File: config.mk
export PLATFORM = sky130hd
export DESIGN_NAME = axil_mem_tester_flat
export DESIGN_NICKNAME = d
export VERILOG_FILES = /design/src/rtl/sdram_pkg.sv /design/src/rtl/taxi_axil_if.sv /design/src/rtl/axil_tester_pattern.sv /design/src/rtl/axil_mem_tester.sv /design/src/flat_wrapper.sv
export SDC_FILE = /design/constraint.sdc
export NUM_CORES = 1
export LEC_CHECK = 0
export ABC_AREA = 0
export BUFFER_PORTS_ARGS = -buffer_cell sky130_fd_sc_hd__buf_2
export CELL_PAD_IN_SITES_DETAIL_PLACEMENT = 1
export CELL_PAD_IN_SITES_GLOBAL_PLACEMENT = 1
export CORE_UTILIZATION = 34
export CTS_CLUSTER_SIZE = 40
export DETAILED_ROUTE_END_ITERATION = 8
export PLACE_DENSITY = 0.85
export SETUP_SLACK_MARGIN = 0.05
export SYNTH_ARGS = -nofsm -noshare
export SYNTH_HDL_FRONTEND = slang
export SYNTH_SLANG_ARGS = --single-unit
File: constraint.sdc
create_clock -name clk -period 3.68 [get_ports clk]
set_input_delay 0.552 -clock clk [delete_from_list [all_inputs] [get_ports clk]]
set_output_delay 0.552 -clock clk [all_outputs]
set_load 0.005 [all_outputs]
File: src/rtl/sdram_pkg.sv
// rtl/sdram_pkg.sv - shared tester FSM states and AXI-lite response codes
package sdram_pkg;

  typedef enum logic [2:0] {
    IDLE,
    WR_REQ,
    WR_RESP,
    RD_REQ,
    RD_RESP,
    FIN
  } tester_state_e;

  localparam logic [1:0]  AXIL_RESP_OKAY   = 2'b00;
  localparam logic [1:0]  AXIL_RESP_SLVERR = 2'b10;
  localparam logic [15:0] ERR_COUNT_MAX    = 16'hFFFF;

  // Error counter increment that sticks at all-ones instead of wrapping.
  function automatic logic [15:0] sat_inc16(input logic [15:0] v);
    return (v == ERR_COUNT_MAX) ? v : v + 16'd1;
  endfunction

endpackage

File: src/rtl/taxi_axil_if.sv
// rtl/taxi_axil_if.sv - AXI-lite bundle with initiator and target views
interface taxi_axil_if #(
  parameter int ADDR_W = 32,
  parameter int DATA_W = 32
) ();

  logic [ADDR_W-1:0]   awaddr;
  logic [2:0]          awprot;
  logic                awvalid;
  logic                awready;
  logic [DATA_W-1:0]   wdata;
  logic [DATA_W/8-1:0] wstrb;
  logic                wvalid;
  logic                wready;
  logic [1:0]          bresp;
  logic                bvalid;
  logic                bready;
  logic [ADDR_W-1:0]   araddr;
  logic [2:0]          arprot;
  logic                arvalid;
  logic                arready;
  logic [DATA_W-1:0]   rdata;
  logic [1:0]          rresp;
  logic                rvalid;
  logic                rready;

  modport master (
    output awaddr, awprot, awvalid, wdata, wstrb, wvalid, bready,
           araddr, arprot, arvalid, rready,
    input  awready, wready, bresp, bvalid, arready, rdata, rresp, rvalid
  );

  modport slave (
    input  awaddr, awprot, awvalid, wdata, wstrb, wvalid, bready,
           araddr, arprot, arvalid, rready,
    output awready, wready, bresp, bvalid, arready, rdata, rresp, rvalid
  );

endinterface

File: src/rtl/axil_tester_pattern.sv
// rtl/axil_tester_pattern.sv - per-word test pattern shared by write and check paths
module axil_tester_pattern #(
  parameter logic [31:0] SEED = 32'h5A5A_C3C3
) (
  input  logic [15:0] idx,
  output logic [31:0] data
);

  // Inverted index in the top half makes stuck/shorted data lines visible.
  assign data = {~idx, idx} ^ SEED;

endmodule

File: src/rtl/axil_mem_tester.sv
// rtl/axil_mem_tester.sv - write-then-verify AXI-lite memory tester
module axil_mem_tester
  import sdram_pkg::*;
#(
  parameter int                    ADDR_WIDTH = 32,
  parameter int                    DATA_WIDTH = 32,
  parameter logic [ADDR_WIDTH-1:0] BASE_ADDR  = '0,
  parameter int                    NUM_WORDS  = 1024,
  parameter logic [31:0]           SEED       = 32'h5A5A_C3C3
) (
  input  logic                  clk,
  input  logic                  rst,
  input  logic                  start,
  output logic                  busy,
  output logic                  done,
  output logic                  pass,
  output logic [15:0]           err_count,
  output logic [ADDR_WIDTH-1:0] first_err_addr,
  taxi_axil_if.master           m_axil
);

  localparam logic [15:0] LAST_IDX = 16'(NUM_WORDS - 1);

  tester_state_e         state_q, state_d;
  logic [15:0]           i_q, i_d;
  logic                  awvalid_q, awvalid_d;
  logic                  wvalid_q, wvalid_d;
  logic                  bready_q, bready_d;
  logic                  arvalid_q, arvalid_d;
  logic                  rready_q, rready_d;
  logic                  done_q, done_d;
  logic                  pass_q, pass_d;
  logic [15:0]           err_count_q, err_count_d;
  logic [ADDR_WIDTH-1:0] first_err_addr_q, first_err_addr_d;
  logic                  err_hit;
  logic [DATA_WIDTH-1:0] pat_data;
  logic [ADDR_WIDTH-1:0] word_addr;

  // Address and pattern depend only on i, so they stay stable while a valid is pending.
  assign word_addr = BASE_ADDR + ADDR_WIDTH'({i_q, 2'b00});

  axil_tester_pattern #(.SEED(SEED)) u_pattern (
    .idx  (i_q),
    .data (pat_data)
  );

  // Next-state logic: sequencing, handshakes and error accounting.
  always_comb begin
    state_d          = state_q;
    i_d              = i_q;
    awvalid_d        = awvalid_q;
    wvalid_d         = wvalid_q;
    bready_d         = bready_q;
    arvalid_d        = arvalid_q;
    rready_d         = rready_q;
    done_d           = 1'b0;
    pass_d           = pass_q;
    err_count_d      = err_count_q;
    first_err_addr_d = first_err_addr_q;
    err_hit          = 1'b0;
    case (state_q)
      IDLE: begin
        if (start) begin
          i_d              = '0;
          err_count_d      = '0;
          first_err_addr_d = '0;
          pass_d           = 1'b0;
          awvalid_d        = 1'b1;
          wvalid_d         = 1'b1;
          state_d          = WR_REQ;
        end
      end
      WR_REQ: begin
        if (m_axil.awready) awvalid_d = 1'b0;
        if (m_axil.wready)  wvalid_d  = 1'b0;
        if (!awvalid_d && !wvalid_d) begin
          bready_d = 1'b1;
          state_d  = WR_RESP;
        end
      end
      WR_RESP: begin
        if (m_axil.bvalid) begin
          bready_d = 1'b0;
          err_hit  = (m_axil.bresp != AXIL_RESP_OKAY);
          if (i_q == LAST_IDX) begin
            i_d       = '0;
            arvalid_d = 1'b1;
            state_d   = RD_REQ;
          end else begin
            i_d       = i_q + 16'd1;
            awvalid_d = 1'b1;
            wvalid_d  = 1'b1;
            state_d   = WR_REQ;
          end
        end
      end
      RD_REQ: begin
        if (m_axil.arready) begin
          arvalid_d = 1'b0;
          rready_d  = 1'b1;
          state_d   = RD_RESP;
        end
      end
      RD_RESP: begin
        if (m_axil.rvalid) begin
          rready_d = 1'b0;
          err_hit  = (m_axil.rresp != AXIL_RESP_OKAY) || (m_axil.rdata != pat_data);
          if (i_q == LAST_IDX) begin
            done_d  = 1'b1;
            state_d = FIN;
          end else begin
            i_d       = i_q + 16'd1;
            arvalid_d = 1'b1;
            state_d   = RD_REQ;
          end
        end
      end
      FIN: begin
        state_d = IDLE;
      end
      default: begin
        state_d = IDLE;
      end
    endcase
    if (err_hit) begin
      if (err_count_q == 16'd0) first_err_addr_d = word_addr;
      err_count_d = sat_inc16(err_count_q);
    end
    // Verdict uses the count including the last word's result.
    if (state_q == RD_RESP && state_d == FIN) pass_d = (err_count_d == 16'd0);
  end

  // State and registered outputs; reset abandons any transaction in flight.
  always_ff @(posedge clk or posedge rst) begin
    if (rst) begin
      state_q          <= IDLE;
      i_q              <= '0;
      awvalid_q        <= 1'b0;
      wvalid_q         <= 1'b0;
      bready_q         <= 1'b0;
      arvalid_q        <= 1'b0;
      rready_q         <= 1'b0;
      done_q           <= 1'b0;
      pass_q           <= 1'b0;
      err_count_q      <= '0;
      first_err_addr_q <= '0;
    end else begin
      state_q          <= state_d;
      i_q              <= i_d;
      awvalid_q        <= awvalid_d;
      wvalid_q         <= wvalid_d;
      bready_q         <= bready_d;
      arvalid_q        <= arvalid_d;
      rready_q         <= rready_d;
      done_q           <= done_d;
      pass_q           <= pass_d;
      err_count_q      <= err_count_d;
      first_err_addr_q <= first_err_addr_d;
    end
  end

  assign busy           = (state_q != IDLE);
  assign done           = done_q;
  assign pass           = pass_q;
  assign err_count      = err_count_q;
  assign first_err_addr = first_err_addr_q;

  assign m_axil.awaddr  = word_addr;
  assign m_axil.awprot  = 3'b000;
  assign m_axil.awvalid = awvalid_q;
  assign m_axil.wdata   = pat_data;
  assign m_axil.wstrb   = 4'hF;
  assign m_axil.wvalid  = wvalid_q;
  assign m_axil.bready  = bready_q;
  assign m_axil.araddr  = word_addr;
  assign m_axil.arprot  = 3'b000;
  assign m_axil.arvalid = arvalid_q;
  assign m_axil.rready  = rready_q;

endmodule

File: src/flat_wrapper.sv
// flat-port wrapper written by rule: the top's interface ports become plain ports
module axil_mem_tester_flat import sdram_pkg::*;
#(
  parameter int                    ADDR_WIDTH = 32,
  parameter int                    DATA_WIDTH = 32,
  parameter logic [ADDR_WIDTH-1:0] BASE_ADDR  = '0,
  parameter int                    NUM_WORDS  = 1024,
  parameter logic [31:0]           SEED       = 32'h5A5A_C3C3
)
  (clk, rst, start, busy, done, pass, err_count, first_err_addr, m_axil_awaddr, m_axil_awprot, m_axil_awvalid, m_axil_wdata, m_axil_wstrb, m_axil_wvalid, m_axil_bready, m_axil_araddr, m_axil_arprot, m_axil_arvalid, m_axil_rready, m_axil_awready, m_axil_wready, m_axil_bresp, m_axil_bvalid, m_axil_arready, m_axil_rdata, m_axil_rresp, m_axil_rvalid);
  taxi_axil_if #(.ADDR_W(32), .DATA_W(32)) m_axil_i ();
  input  logic clk;
  input  logic rst;
  input  logic start;
  output logic busy;
  output logic done;
  output logic pass;
  output logic [15:0] err_count;
  output logic [ADDR_WIDTH-1:0] first_err_addr;
  output wire logic [$bits(m_axil_i.awaddr)-1:0] m_axil_awaddr;
  output wire logic [$bits(m_axil_i.awprot)-1:0] m_axil_awprot;
  output wire logic [$bits(m_axil_i.awvalid)-1:0] m_axil_awvalid;
  output wire logic [$bits(m_axil_i.wdata)-1:0] m_axil_wdata;
  output wire logic [$bits(m_axil_i.wstrb)-1:0] m_axil_wstrb;
  output wire logic [$bits(m_axil_i.wvalid)-1:0] m_axil_wvalid;
  output wire logic [$bits(m_axil_i.bready)-1:0] m_axil_bready;
  output wire logic [$bits(m_axil_i.araddr)-1:0] m_axil_araddr;
  output wire logic [$bits(m_axil_i.arprot)-1:0] m_axil_arprot;
  output wire logic [$bits(m_axil_i.arvalid)-1:0] m_axil_arvalid;
  output wire logic [$bits(m_axil_i.rready)-1:0] m_axil_rready;
  input wire logic [$bits(m_axil_i.awready)-1:0] m_axil_awready;
  input wire logic [$bits(m_axil_i.wready)-1:0] m_axil_wready;
  input wire logic [$bits(m_axil_i.bresp)-1:0] m_axil_bresp;
  input wire logic [$bits(m_axil_i.bvalid)-1:0] m_axil_bvalid;
  input wire logic [$bits(m_axil_i.arready)-1:0] m_axil_arready;
  input wire logic [$bits(m_axil_i.rdata)-1:0] m_axil_rdata;
  input wire logic [$bits(m_axil_i.rresp)-1:0] m_axil_rresp;
  input wire logic [$bits(m_axil_i.rvalid)-1:0] m_axil_rvalid;
  assign m_axil_awaddr = m_axil_i.awaddr;
  assign m_axil_awprot = m_axil_i.awprot;
  assign m_axil_awvalid = m_axil_i.awvalid;
  assign m_axil_wdata = m_axil_i.wdata;
  assign m_axil_wstrb = m_axil_i.wstrb;
  assign m_axil_wvalid = m_axil_i.wvalid;
  assign m_axil_bready = m_axil_i.bready;
  assign m_axil_araddr = m_axil_i.araddr;
  assign m_axil_arprot = m_axil_i.arprot;
  assign m_axil_arvalid = m_axil_i.arvalid;
  assign m_axil_rready = m_axil_i.rready;
  assign m_axil_i.awready = m_axil_awready;
  assign m_axil_i.wready = m_axil_wready;
  assign m_axil_i.bresp = m_axil_bresp;
  assign m_axil_i.bvalid = m_axil_bvalid;
  assign m_axil_i.arready = m_axil_arready;
  assign m_axil_i.rdata = m_axil_rdata;
  assign m_axil_i.rresp = m_axil_rresp;
  assign m_axil_i.rvalid = m_axil_rvalid;
  axil_mem_tester #(.ADDR_WIDTH(ADDR_WIDTH), .DATA_WIDTH(DATA_WIDTH), .BASE_ADDR(BASE_ADDR), .NUM_WORDS(NUM_WORDS), .SEED(SEED)) u_core (.clk(clk), .rst(rst), .start(start), .busy(busy), .done(done), .pass(pass), .err_count(err_count), .first_err_addr(first_err_addr), .m_axil(m_axil_i));
endmodule
Word-level counts from Yosys, hierarchy flattened
Cells that the tools add are included.

$add $sub $neg: 2. Eq/ne operators: 16. Mux-type cells: 51. Bitwise logic cells: 2. Reductions and logical operators: 24.

Operators by type and width (count): $mux 16 (9); $mux 32 (4); $pmux 16 s3 (1); $add 16x1->16 const B (2); $logic_not 16->1 (2); $ne 32x32->1 (1); $not 16->16 (2); $mux 1 (23); $mux 3 (6); $eq 16x10->1 const B (1); $eq 16x16->1 const B (1); $pmux 3 s5 (1); $ne 2x2->1 const B (6); $reduce_bool 2->1 (6); $reduce_bool 3->1 (4); $pmux 1 s3 (3); $eq 3x2->1 const B (2); $eq 3x3->1 const B (2); $pmux 1 s2 (3); $reduce_and 3->1 (2); $reduce_and 6->1 (1); $reduce_and 5->1 (1); $ne 2x1->1 const B (2); $reduce_and 4->1 (1); other kinds (7) (9).

Register bits: 74. Bits of input ports: 44. Output and inout port bits: 162.

Depth between registers and ports, before layout
Gate-level depths: netlist of run 1.

Depth after elaboration: 10. Depth in mapped cells: 11. Mapped depth without buffers: 10.

Hierarchy
From an unflattened synthesis of run 1, not the netlist that was laid out.

Cells, all modules: 526. Area total of the unflattened synthesis: 4620.7 um^2.

By module, submodules not included: axil_mem_tester (times used 1, cells an instance 494, area an instance 4425.5 um^2, sequential area each 1851.8 um^2); axil_tester_pattern (times used 1, cells an instance 32, area an instance 195.2 um^2, sequential area each 0.0 um^2).

Worst setup path before layout of run 1
No wires, ideal clock.

Path type: input-to-reg. From: in m_axil_rdata[12]. To: reg u_core.pass_q, in the netlist u_core.pass. Arrival: 2.553 ns. Data required time: 3.588 ns. Slack: 1.036 ns. Stages on the path: 8. Buffers on the path: 1. Cell sequence: or3_1 a211oi_2 and4bb_4 buf_2 o32ai_1 a31o_1 or4_4 o31ai_2.

Word-level cells in the longest chain between the ends: 7.

RTL lines: start: declaration (line flat_wrapper.sv:36) `input wire logic [$bits(m_axil_i.rdata)-1:0] m_axil_rdata;`; $ne 32x32->1 (line axil_mem_tester.sv:107) `err_hit = (m_axil.rresp != AXIL_RESP_OKAY) || (m_axil.rdata != pat_data);`; $logic_or 1x1->1 (line axil_mem_tester.sv:107); $mux 1 (line axil_mem_tester.sv:105) `if (m_axil.rvalid) begin`; $pmux 1 s2 (line axil_mem_tester.sv:61) `case (state_q)`; $mux 16 (line axil_mem_tester.sv:125) `if (err_hit) begin`; named net u_core.err_count_d[4] (line axil_mem_tester.sv:33) `logic [15:0] err_count_q, err_count_d;`; $logic_not 16->1 (line axil_mem_tester.sv:130) `if (state_q == RD_RESP && state_d == FIN) pass_d = (err_count_d == 16'd0);`; $mux 1 (line axil_mem_tester.sv:130); end signal: assignment (line axil_mem_tester.sv:156) `pass_q <= pass_d;`; end: declaration (line axil_mem_tester.sv:32) `logic pass_q, pass_d;`.

The timed path passes the listed nets, and every way through them passes these cells. A chain may end at the register's enable or synchronous reset.

Worst setup path in the final report of run 1
From: reg u_core.i_q[0]. To: reg u_core.pass_q, in the netlist u_core.pass.

Word-level cells in the longest chain between the ends: 8. Elaborated cells between the ends (all ways): 20. Those cells by class: eq/ne (3); mux (9); bitwise (2); reduce/logical (6).

RTL lines: start: declaration (line axil_mem_tester.sv:25) `logic [15:0] i_q, i_d;`; start signal: assignment (line axil_mem_tester.sv:149) `i_q <= i_d;`; $not 16->16 (no source line), or another cell as far along; $ne 32x32->1, or another cell as far along (line axil_mem_tester.sv:107); $logic_or 1x1->1, or another cell as far along (line axil_mem_tester.sv:107); $mux 1 / $pmux 3 s5 (equally long branches) (line axil_mem_tester.sv:105, axil_mem_tester.sv:61); $pmux 1 s2 / $eq 3x3->1 (equally long branches) (line axil_mem_tester.sv:61, axil_mem_tester.sv:130); $mux 16 / $logic_and 1x1->1 (equally long branches) (line axil_mem_tester.sv:125, axil_mem_tester.sv:130); $logic_not 16->1 / $reduce_bool 2->1 (equally long branches); $mux 1 / $reduce_and 2->1 (equally long branches).

Parallel ways exist; a longest one is shown, timed or not.

==> reports/metrics.sh, run 1 <==
SYNTH_ASYNC_SR_FLOP_SHARE=1.000
POWER.DENSITY_CELL_AREA_nW_PER_UM2=461.5
STATUS='completed'
RSZ0062_AT_GRT='no'
MINIMUM_PERIOD_IMPLIED_BY_THE_FINAL_WORST_SETUP_SLACK_NS=3.231
NUMBER_OF_HOLD_VIOLATIONS_IN_THE_FINAL_REPORT=0
CRITPATHLAUNCHTYPE='register'
END_OF_THE_CRITICAL_PATH='u_core.pass'
WORST_PATH_MAXIMUM_FANOUT=11
SETUP.WORST_PATH.START='u_core.i_q[0]'
ANTENNA_VIOLATING_NETS_POST_ROUTE=0
WORSTHOLDPATHTYPE='primary input to async pin'
P_INT_mW=1.655
GLOBALROUTEOVERFLOWTOTAL=0
SYNTH_AREA_PER_CELL_UM2=8.666
CTS_TREE='built'
SYNTH.AREA.MUX_SHARE=0.01279
SYNTH_COMPOUND_AREA_FRAC=0.1348
WORST-ENDPOINT-ARRIVAL_NS=3.48
GRT.TOTAL_USAGE=0.2090
YOSYS_MOST_USED_DFF='dfrtp_1'
CPMOSTUSEDCELL='nor4_1'
AREA_GROWTH_PCT=17.31
FINISH.UTILIZATION=0.4128
WORSTSKEWPAIRLATENCY_NS=0.33
SETUP_VIOL=0
FIN_CRIT_SH=0.8780
CTS_NUM_SINKS=74
CP_TOP_FAMILY='simple AND/OR/NAND/NOR gates'
INSERTED_DIODES=0
SYNTH.LIB_CELLS_USED.DISTINCT=68
NET_SWITCHING_POWER_FIGURE_mW=0.8877
TOP_LEVEL_PORTS=206
SETUP_SLACK_NS=0.4489
SLEW-LIMIT-HEADROOM=0.2896
FINAL_MAX_SLEW_VIOL_COUNT=0
DIE-HEIGHT_UM=119.5
FMAX_MHz=309.5
SETUP-TNS-FINAL_NS=0
POST-CTS-SETUP-BUFFER-COUNT=0
CTS_HOLD_BUFFERS=0
BASIC_GATE_SHARE_OF_THE_SYNTHESIZED_AREA_COUNTING_AND_OR_NAND_AND_NOR_CELLS=0.2499
FIRST_PASS_ITERS=4
SORT_OF_ELEMENT_AT_THE_END_OF_THE_CRITICAL_PATH='register'
SEQ_AREA_FRAC_SYNTH=0.3942
YS_WARNINGS=0
ROUTED_WIRE_LENGTH_PER_INSTANCE_UM=17.89
SYNTH_XOR_AREA_FRAC=0.02424
SEQUENTIAL_POWER_SHARE=0.386
VIASPERCELL=5.139
INITIALDRTVIOLATIONCOUNT=205
DRC=0
PATH_BUF_INV=0
SETUP.WORST_PATH.CLASS='register to register'
SYNTH_ADDER_AREA_SHARE=0.007991
NUMCTSBUFFERS=9
POWER.SHARE.CLOCK=0.344
NETS=709
SYNTH_AREA_UM2=4697
SYNTH.FF_LATCH_COUNT=74
FLOORPLAN.DIE.WIDTH_UM=119.5
DETAILEDPLACE.WORSTSLACK_NS=0.5055
WORST_SLEW_PIN_SLEW_NS=1.064
GRT_FIRST_PASS_WIRELENGTH_UM=23270
CLK_PIN_SLEW_NS=0.06
LAYOUT-DRIVE-GT1-SHARE=0.3183
CRITICAL_PATH_REQUIRED_NS=3.93
WORST_R2R_PATH_DEPTH=9
GRT_MAX_DEGREE=61
CLOCK_TREE_ROOT_DRIVER_CELL='clkbuf_16'
HPWLAFTERDP_UM=11410
CP.DEPTH=9
RR_ENDPOINT='u_core.pass'
GRT_ANTENNA_BEFORE_REPAIR=0
DIE_FOOTPRINT_UM2=14290
DRV.MAX_CAP_VIOLATION_COUNT=0
ROWS=42
TOTAL_POWER_mW=2.543
FIN_SKEW_NS=0.009033
GRT_PASS1_VIAS=4336
REG_TO_REG_START='u_core.i_q[0]'
NET_SWITCHING_FRACTION_OF_THE_POWER=0.3491
FINALWEIGHTEDCONGESTION=0.9442
FINAL.FILL_COUNT=1628
SYNTH_EDF_COUNT=0
NUMBER_OF_PORT_BUFFERS=163
SETUP.REG_TO_REG.WORST_SLACK_NS=0.45
POSTSYNTHCELLCOUNT=542
LEAKAGE_DISSIPATION_nW=2.838
FLOORPLAN.INITIALDENSITY=0.3519
MAX-CLOCK-PATH-BUFFERS=2
FINALWIRELENGTH_UM=15070
VIAS=4327
CORE_AREA_UM2=13350
POWER.IR.VDD_WORST_mV=0.2164
WORSTPATHCELLLIST='ha_1 > nand3_1 > nor4_1 > nand2_1 > nor2_1 > o21ai_0 > nor4_1 > o2111ai_1 > o31ai_2'
SLOWEST_DELAY_NS=0.63
CTS.HTREE.LEVELS=3
POWER.SHARE.COMBINATIONAL=0.270
POST_CTS.RESIZED_INSTANCES=0
CELL_WITH_THE_BIGGEST_INDIVIDUAL_DELAY_ON_THE_CRITICAL_PATH='nor4_1'
MAIN_COMBINATIONAL_CELL_FAMILY_BY_AREA_AFTER_SYNTHESIS='simple AND/OR/NAND/NOR gates'
synth_stat cells, types with 5 or more instances:
library cell	instances	area, um2
and3b_1	7	61.31
buf_4	78	585.6
or3_1	10	62.56
nand4_1	12	75.07
a21oi_1	20	100.1
nand2_1	67	251.5
o21ai_0	38	190.2
and2_1	16	100.1
mux2i_1	6	60.06
nand3_1	14	70.07
nor3_1	13	65.06
o31ai_1	5	37.54
dfrtp_1	74	1852
nor3b_1	6	45.04
nor2b_1	5	31.28
xnor2_1	9	78.83
and3_1	5	31.28
nor4_1	6	37.54
nor2_1	36	135.1
inv_1	25	93.84
buf_6	5	56.30
clkbuf_1	12	45.04
buf_2	5	25.02
layout by cell type, fill, tap and decap left out, types with 6 or more instances in the layout:
| master | netlist | routed |
|---|---|---|
| nand2_1 | 67 | 67 |
| nand4_1 | 12 | 12 |
| and2_1 | 16 | 16 |
| nor2_1 | 36 | 36 |
| o21ai_0 | 38 | 38 |
| nand3_1 | 14 | 14 |
| nor3_1 | 13 | 12 |
| or3_1 | 10 | 10 |
| nor3b_1 | 6 | 6 |
| conb_1 | 2 | 42 |
| a21oi_1 | 20 | 20 |
| nor4_1 | 6 | 6 |
| dfrtp_1 | 74 | 74 |
| clkbuf_16 | 0 | 9 |
| and3b_1 | 7 | 7 |
| inv_1 | 25 | 24 |
| mux2i_1 | 6 | 6 |
| buf_4 | 78 | 7 |
| xnor2_1 | 9 | 9 |
| buf_2 | 5 | 163 |
how the worst min path moves through the flow:
stage	to	slack, ns
after floorplan	u_core.first_err_addr[0]	0.48
after global placement	u_core.first_err_addr[21]	0.47
after detailed placement	u_core.first_err_addr[22]	0.47
after CTS	u_core.first_err_addr[9]	0.49
after global routing	u_core.first_err_addr[25]	0.50
final	u_core.first_err_addr[3]	0.45
power groups by stage:
stage | clock [mW] | sequential [mW] | combinational (mW)
finish | 0.875 | 0.982 | 0.686
global route | 0.932 | 0.995 | 0.763
CTS | 0.891 | 0.984 | 0.692
detailed placement | 0 | 0.998 | 0.686
global placement | 0 | 0.994 | 0.664
floorplan | 0 | 0.940 | 0.561
layer usage:
| metal | part of all wire | vias to the layer above | track usage |
|---|---|---|---|
| li1 | - | 1979 | - |
| met1 | 0.42 | 2147 | 0.2590 |
| met2 | 0.52 | 187 | 0.3754 |
| met3 | 0.059 | 14 | 0.03660 |
| met4 | 0.0089 | 0 | 0.04844 |
| met5 | 0 | - | 0 |
metrics by stage:
stage | cell area (um2) | hold WS (ns) | instances
global route | 5510 | 0.5022 | 842
global placement | 5216 | 0.4660 | 827
finish | 5510 | 0.4534 | 842
floorplan | 4847 | 0.4782 | 582
CTS | 5510 | 0.4868 | 842
detailed placement | 5216 | 0.4738 | 827
final cells by class:
type / instances / area, um2 / share of cell area
tap: 176 / 220.2 / 0.03996
clock buffer: 10 / 239.0 / 0.04337
multi-input combinational: 382 / 2181 / 0.3958
timing repair buffer: 170 / 868.3 / 0.1576
inverter: 25 / 95.09 / 0.01726
sequential: 74 / 1852 / 0.3361
clock inverter: 5 / 55.05 / 0.009991
flip-flops by register name, indices dropped and copies added (netlist names), 3 cells and up:
register,count
u_core.err_count,16
u_core.i_q,16
u_core.state_q,3
u_core.first_err_addr,32
worst reg2reg max path, stage by stage (launching register included):
cell and delay, ns:
dfrtp_1 0.61, ha_1 0.27, nand3_1 0.23, nor4_1 0.63, nand2_1 0.35, nor2_1 0.30, o21ai_0 0.12, nor4_1 0.22
o2111ai_1 0.21, o31ai_2 0.20
kinds of logic (layout without fill, tap and decap cells):
logic type | Yosys count | in the layout
xor+xnor | 13 | 13
compound gates | 98 | 98
other cells | 2 | 42
buf+inv | 126 | 210
fa+ha+maj | 3 | 3
mux | 6 | 6
flops | 74 | 74
simple gates | 220 | 220
Power figures use the tool's default switching activity.
==> run 2, diff against run 1 <==
PLACE_DENSITY = default   (was 0.85)
PLACE_DENSITY_LB_ADDON = 0.3   (was default)
==> run 2 against run 1 <==
Against the previous run: critical path depth stayed put; flip-flop and latch count stayed put; hold slack worse by 0.13 ns; count of clock-buffer cells in the layout is 1 higher; die area stayed put; clock skew is 0.0046 ns lower; sequential power is 2.1% lower; non-clock buffer count is 1 higher; critical endpoint unchanged; largest power group unchanged.
==> reports/metrics.sh, run 2 (synthesized netlist as in run 1, its figures left out) <==
STATUS='completed'
ANTENNA_VIOLATING_NETS_POST_ROUTE=0  # unchanged
SETUP.REG_TO_REG.WORST_SLACK_NS=0.47  # +0.03 ns
GRT_MAX_DEGREE=43  # -30%
SETUP_VIOL=0  # unchanged
NETS=710  # +0.14%
CLK_PIN_SLEW_NS=0.06  # about the same
TOP_LEVEL_PORTS=206  # unchanged
SORT_OF_ELEMENT_AT_THE_END_OF_THE_CRITICAL_PATH='register'
WORSTHOLDPATHTYPE='primary input to async pin'
DRC=0  # unchanged
POST-CTS-SETUP-BUFFER-COUNT=0  # unchanged
CORE_AREA_UM2=13350  # unchanged
SETUP.WORST_PATH.CLASS='register to register'
SETUP.WORST_PATH.START='u_core.i_q[4]'
INITIALDRTVIOLATIONCOUNT=249  # +21%
MINIMUM_PERIOD_IMPLIED_BY_THE_FINAL_WORST_SETUP_SLACK_NS=3.205  # -0.02595 ns
NUMBER_OF_HOLD_VIOLATIONS_IN_THE_FINAL_REPORT=0  # unchanged
CTS.HTREE.LEVELS=3  # unchanged
WORST-ENDPOINT-ARRIVAL_NS=3.45  # -0.03 ns
GRT_PASS1_VIAS=4352  # +0.37%
CRITPATHLAUNCHTYPE='register'
ROWS=42  # unchanged
FINAL_COMMON_CELL='buf_2'
POST_CTS.RESIZED_INSTANCES=0  # unchanged
FINALHOLDWORSTSLACK_NS=0.3246  # -0.1289 ns
WORST_SLEW_PIN_SLEW_NS=0.7952  # -0.2691 ns
FIN_SKEW_NS=0.004479  # -0.004554 ns
TOP_LAYER_USED='met4'
FLOORPLAN.INITIALDENSITY=0.3519  # unchanged
FINAL_CELL_MIX='163 x buf_2, 74 x dfrtp_1, 67 x nand2_1, 42 x conb_1, 38 x o21ai_0'
LEAKAGE_DISSIPATION_nW=2.855  # +0.62%
WORSTSKEWPAIRLATENCY_NS=0.33  # about the same
GRT.TOTAL_USAGE=0.2087  # -0.0002533
DIE_FOOTPRINT_UM2=14290  # unchanged
DRV.MAX_CAP_VIOLATION_COUNT=0  # unchanged
CLOCK_TREE_ROOT_DRIVER_CELL='clkbuf_16'
REG_TO_REG_START='u_core.i_q[4]'
MET2_LENGTH_UM=7236  # -6.8%
CTS_TREE='built'
FMAX_MHz=312.0  # +0.81%
CTS_NUM_SINKS=74  # unchanged
LARGEST_REGISTER_FF_COUNT=32  # unchanged
POWER.DENSITY_CELL_AREA_nW_PER_UM2=474.1  # +2.7%
FIN_CRIT_SH=0.8710  # -0.007051
FLOORPLAN.DIE.WIDTH_UM=119.5  # unchanged
NUMCTSBUFFERS=9  # unchanged
AREA_GROWTH_PCT=18.03
SETUP-TNS-FINAL_NS=0  # unchanged
GLOBALROUTEOVERFLOWTOTAL=0  # unchanged
INSERTED_DIODES=0  # unchanged
END_OF_THE_CRITICAL_PATH='u_core.pass'
ROUTED_WIRE_LENGTH_PER_INSTANCE_UM=17.28  # -3.4%
GRT_ANTENNA_BEFORE_REPAIR=0  # unchanged
FINALWIRELENGTH_UM=14580  # -3.2%
LAYOUT-DRIVE-GT1-SHARE=0.3189  # +0.0005440
FIRST_PASS_ITERS=4  # unchanged
FINISH.UTILIZATION=0.4154  # +0.002531
VIASPERCELL=5.032  # -2.1%
MAX-CLOCK-PATH-BUFFERS=2  # unchanged
WORST_PATH_MAXIMUM_FANOUT=13  # +2
GRT_FIRST_PASS_WIRELENGTH_UM=23490  # +0.98%
CRITICAL_PATH_REQUIRED_NS=3.92  # about the same
NUMBER_OF_PORT_BUFFERS=163  # unchanged
RR_ENDPOINT='u_core.pass'
SLEW-LIMIT-HEADROOM=0.4679  # +0.1783
VIAS=4247  # -1.8%
RSZ0062_AT_GRT='no'
WORST_R2R_PATH_DEPTH=9  # unchanged
DR_WL_MET3_UM=752  # -16%
POWER.IR.VDD_WORST_mV=0.2099  # -3.0%
CTS_HOLD_BUFFERS=0  # unchanged
FINAL_MAX_SLEW_VIOL_COUNT=0  # unchanged
FINALWEIGHTEDCONGESTION=0.8725  # -7.6%
HPWLAFTERDP_UM=11080  # -2.9%
M1WIRELENGTH_UM=6399  # +2.0%
DIE-HEIGHT_UM=119.5  # unchanged
[run 2: cell count changes in the layout (fill, tap and decap cells not counted), sizes merged]
cell | before | now
clkbuf | 10 | 11
bufinv | 1 | 2
buf | 170 | 171
clkinvlp | 2 | 1
[run 2: layer usage]
layer  up-vias  global-route usage
li1       1986                   -
met1      2097              0.2711
met2       147              0.3577
met3        17             0.03945
met4         0             0.04844
met5         -                   0
[run 2: layout make-up]
cell class                 count  area [um2]
clock buffer                  11       242.7
clock inverter                 5       77.57
fill                        1676        7804
inverter                      25       95.09
multi-input combinational    382        2181
sequential                    74        1852
tap                          176       220.2
timing repair buffer         171       875.8
[run 2: worst min path at each step]
stage | cells past startpoint | from | end
2_1_floorplan | 1 | u_core.first_err_addr[0] | u_core.first_err_addr[0]
3_3_place_gp | 1 | u_core.first_err_addr[25] | u_core.first_err_addr[25]
3_5_place_dp | 1 | u_core.first_err_addr[22] | u_core.first_err_addr[22]
4_1_cts | 2 | rst | u_core.err_count[0]
5_1_grt | 2 | rst | u_core.first_err_addr[1]
6_report | 2 | rst | u_core.err_count[0]
[run 2: where the power goes]
part / internal [mW] / total, mW / switching, mW
clock: 0.610 / 0.955 / 0.345
sequential: 0.873 / 0.961 / 0.0874
combinational: 0.255 / 0.713 / 0.458
total: 1.74 / 2.63 / 0.890
[run 2: stage by stage]
step / area, um2 / setup WS (ns) / instances / total power [mW]
6_report: 5544 / 0.4748 / 844 / 2.629
5_1_grt: 5544 / 0.2123 / 844 / 2.804
4_1_cts: 5544 / 0.4766 / 844 / 2.662
3_5_place_dp: 5224 / 0.4262 / 828 / 1.692
3_3_place_gp: 5224 / 0.4397 / 828 / 1.673
2_1_floorplan: 4847 / 1.036 / 582 / 1.501
[run 2: critical path: stages, from the launching register on]
cell and delay [ns]:
dfrtp_1 0.61, and3_1 0.23, o22ai_1 0.08, nor4_1 0.44
and4bb_4 0.45, or2_4 0.25, o32ai_1 0.11, a31o_1 0.22
or4_4 0.51, o31ai_2 0.22
==> run 3, diff against run 2 <==
==> constraint.sdc (replaced) <==
create_clock -name clk -period 3.68 [get_ports clk]
set_input_delay 0.368 -clock clk [delete_from_list [all_inputs] [get_ports clk]]
set_output_delay 0.368 -clock clk [all_outputs]
set_load 0.005 [all_outputs]
==> run 3 against run 2 <==
Against the previous run: routed wire length increased by 0.96%; flip-flop and latch count unchanged; highest routed layer unchanged; power is 4.4% lower; die area stayed put; clock skew is 0.0030 ns higher; design area down 0.86%; non-clock buffer count decreased by 1.
==> reports/metrics.sh, run 3 (synthesized netlist as in run 1, its figures left out) <==
GLOBALROUTEOVERFLOWTOTAL=0  # unchanged
NETS=709  # -0.14%
SETUP_VIOL=0  # unchanged
NUMCTSBUFFERS=9  # unchanged
FIRST_PASS_ITERS=4  # unchanged
GRT_MAX_DEGREE=60  # +40%
WORSTSKEWPAIRLATENCY_NS=0.34  # about the same
POWER.DENSITY_CELL_AREA_nW_PER_UM2=457.1  # -3.6%
ANTENNA_VIOLATING_NETS_POST_ROUTE=0  # unchanged
FLOORPLAN.DIE.WIDTH_UM=119.5  # unchanged
CTS_HOLD_BUFFERS=0  # unchanged
LAYOUT-DRIVE-GT1-SHARE=0.3193  # +0.0004781
FINAL_MAX_SLEW_VIOL_COUNT=0  # unchanged
TOP_LEVEL_PORTS=206  # unchanged
CRITPATHLAUNCHTYPE='register'
HPWLAFTERDP_UM=11070  # about the same
CORE_AREA_UM2=13350  # unchanged
FINAL_COMMON_CELL='buf_2'
LARGEST_REGISTER_FF_COUNT=32  # unchanged
POST-CTS-SETUP-BUFFER-COUNT=0  # unchanged
FLOORPLAN.INITIALDENSITY=0.3519  # unchanged
TOTAL_POWER_mW=2.513  # -4.4%
WORST_SLEW_PIN_SLEW_NS=1.055  # +0.2596 ns
ROWS=42  # unchanged
LEAKAGE_DISSIPATION_nW=2.840  # -0.54%
INSERTED_DIODES=0  # unchanged
GRT_ANTENNA_BEFORE_REPAIR=0  # unchanged
SETUP.WORST_PATH.CLASS='register to register'
CLK_PIN_SLEW_NS=0.06  # about the same
FMAX_MHz=301.4  # -3.4%
CLOCK_TREE_ROOT_DRIVER_CELL='clkbuf_16'
STATUS='completed'
NUMBER_OF_PORT_BUFFERS=163  # unchanged
CRITICAL_PATH_REQUIRED_NS=3.93  # about the same
AREA_GROWTH_PCT=17.02
FIN_CRIT_SH=0.9016  # +0.03066
GRT.TOTAL_USAGE=0.2092  # +0.0004496
POWER.IR.VDD_WORST_mV=0.2411  # +15%
DRC=0  # unchanged
CTS.HTREE.LEVELS=3  # unchanged
GRT_PASS1_VIAS=4248  # -2.4%
WORST-ENDPOINT-ARRIVAL_NS=3.57  # +0.12 ns
FINALHOLDWORSTSLACK_NS=0.2532  # -0.07132 ns
CTS_NUM_SINKS=74  # unchanged
WORSTHOLDPATHTYPE='primary input to async pin'
WORST_PATH_MAXIMUM_FANOUT=13  # unchanged
POST_CTS.RESIZED_INSTANCES=0  # unchanged
SLEW-LIMIT-HEADROOM=0.2968  # -0.1711
NUMBER_OF_HOLD_VIOLATIONS_IN_THE_FINAL_REPORT=0  # unchanged
VIASPERCELL=5.012  # -0.40%
SORT_OF_ELEMENT_AT_THE_END_OF_THE_CRITICAL_PATH='register'
DIE-HEIGHT_UM=119.5  # unchanged
INITIALDRTVIOLATIONCOUNT=187  # -25%
FINALWIRELENGTH_UM=14720  # +0.96%
FIN_SKEW_NS=0.007453  # +0.002974 ns
FINISH.INSTANCE_AREA_UM2=5497  # -0.86%
FINALWEIGHTEDCONGESTION=0.9084  # +4.1%
MAX-CLOCK-PATH-BUFFERS=2  # unchanged
MINIMUM_PERIOD_IMPLIED_BY_THE_FINAL_WORST_SETUP_SLACK_NS=3.318  # +0.1128 ns
SETUP.REG_TO_REG.WORST_SLACK_NS=0.36  # -0.11 ns
FINAL_CELL_MIX='163 x buf_2, 74 x dfrtp_1, 67 x nand2_1, 42 x conb_1, 38 x o21ai_0'
DIE_FOOTPRINT_UM2=14290  # unchanged
VIAS=4225  # -0.52%
CTS_TREE='built'
DRV.MAX_CAP_VIOLATION_COUNT=0  # unchanged
ROUTED_WIRE_LENGTH_PER_INSTANCE_UM=17.46  # +1.1%
SETUP-TNS-FINAL_NS=0  # unchanged
GRT_FIRST_PASS_WIRELENGTH_UM=23320  # -0.76%
RSZ0062_AT_GRT='no'
PLACE_AREA_UM2=5216  # -0.14%
-- run 3: cell types whose count changed in the layout (fill, tap and decap cells not counted), sizes merged --
| cell | previous run | this run |
|---|---|---|
| inv | 24 | 25 |
| clkinvlp | 1 | 0 |
| bufinv | 2 | 0 |
| buf | 171 | 170 |
| clkinv | 3 | 6 |
| clkbuf | 11 | 10 |
-- run 3: metrics by stage --
step | cells | util | setup WS, ns
detailed placement | 827 | 0.3908 | 0.4007
global route | 843 | 0.4118 | 0.2135
global placement | 827 | 0.3908 | 0.4849
CTS | 843 | 0.4118 | 0.4057
finish | 843 | 0.4118 | 0.3620
floorplan | 582 | - | 1.039
-- run 3: critical path, stage by stage (launching register included) --
cell      delay, ns
dfrtp_1        0.62
and3_1         0.23
o22ai_1        0.09
nor4_1         0.52
and4bb_4       0.47
or2_4          0.25
o32ai_1        0.11
a31o_1         0.21
or4_4          0.51
o31ai_2        0.21
-- run 3: path summary, 6_finish.rpt --
kind	startpoint	end	depth (start not counted)
min in group clk	m_axil_wready	u_core.m_axil.wvalid	4
max	u_core.i_q[4]	u_core.pass	9
max in group asynchronous	rst	u_core.first_err_addr[17]	3
min reg2reg	u_core.first_err_addr[0]	u_core.first_err_addr[0]	1
max reg2reg	u_core.i_q[4]	u_core.pass	9
min	rst	u_core.err_count[0]	2
-- run 3: final cells by class --
cell class	count	area (um2)
clock buffer	10	239.0
clock inverter	6	41.29
fill	1630	7851
inverter	25	95.09
multi-input combinational	382	2181
sequential	74	1852
tap	176	220.2
timing repair buffer	170	868.3
-- run 3: routing by layer --
| metal | part of all wire | vias up | GRT usage |
|---|---|---|---|
| li1 | - | 1984 | - |
| met1 | 0.44 | 2080 | 0.2724 |
| met2 | 0.49 | 149 | 0.3533 |
| met3 | 0.055 | 12 | 0.03660 |
| met4 | 0.012 | 0 | 0.06250 |
| met5 | 0 | - | 0 |
-- run 3: power by group --
part	internal [mW]	switching, mW	leakage [nW]	total [mW]
clock	0.476	0.360	0.143	0.836
sequential	0.873	0.0939	1.01	0.967
combinational	0.250	0.460	1.69	0.710
total	1.60	0.913	2.84	2.51
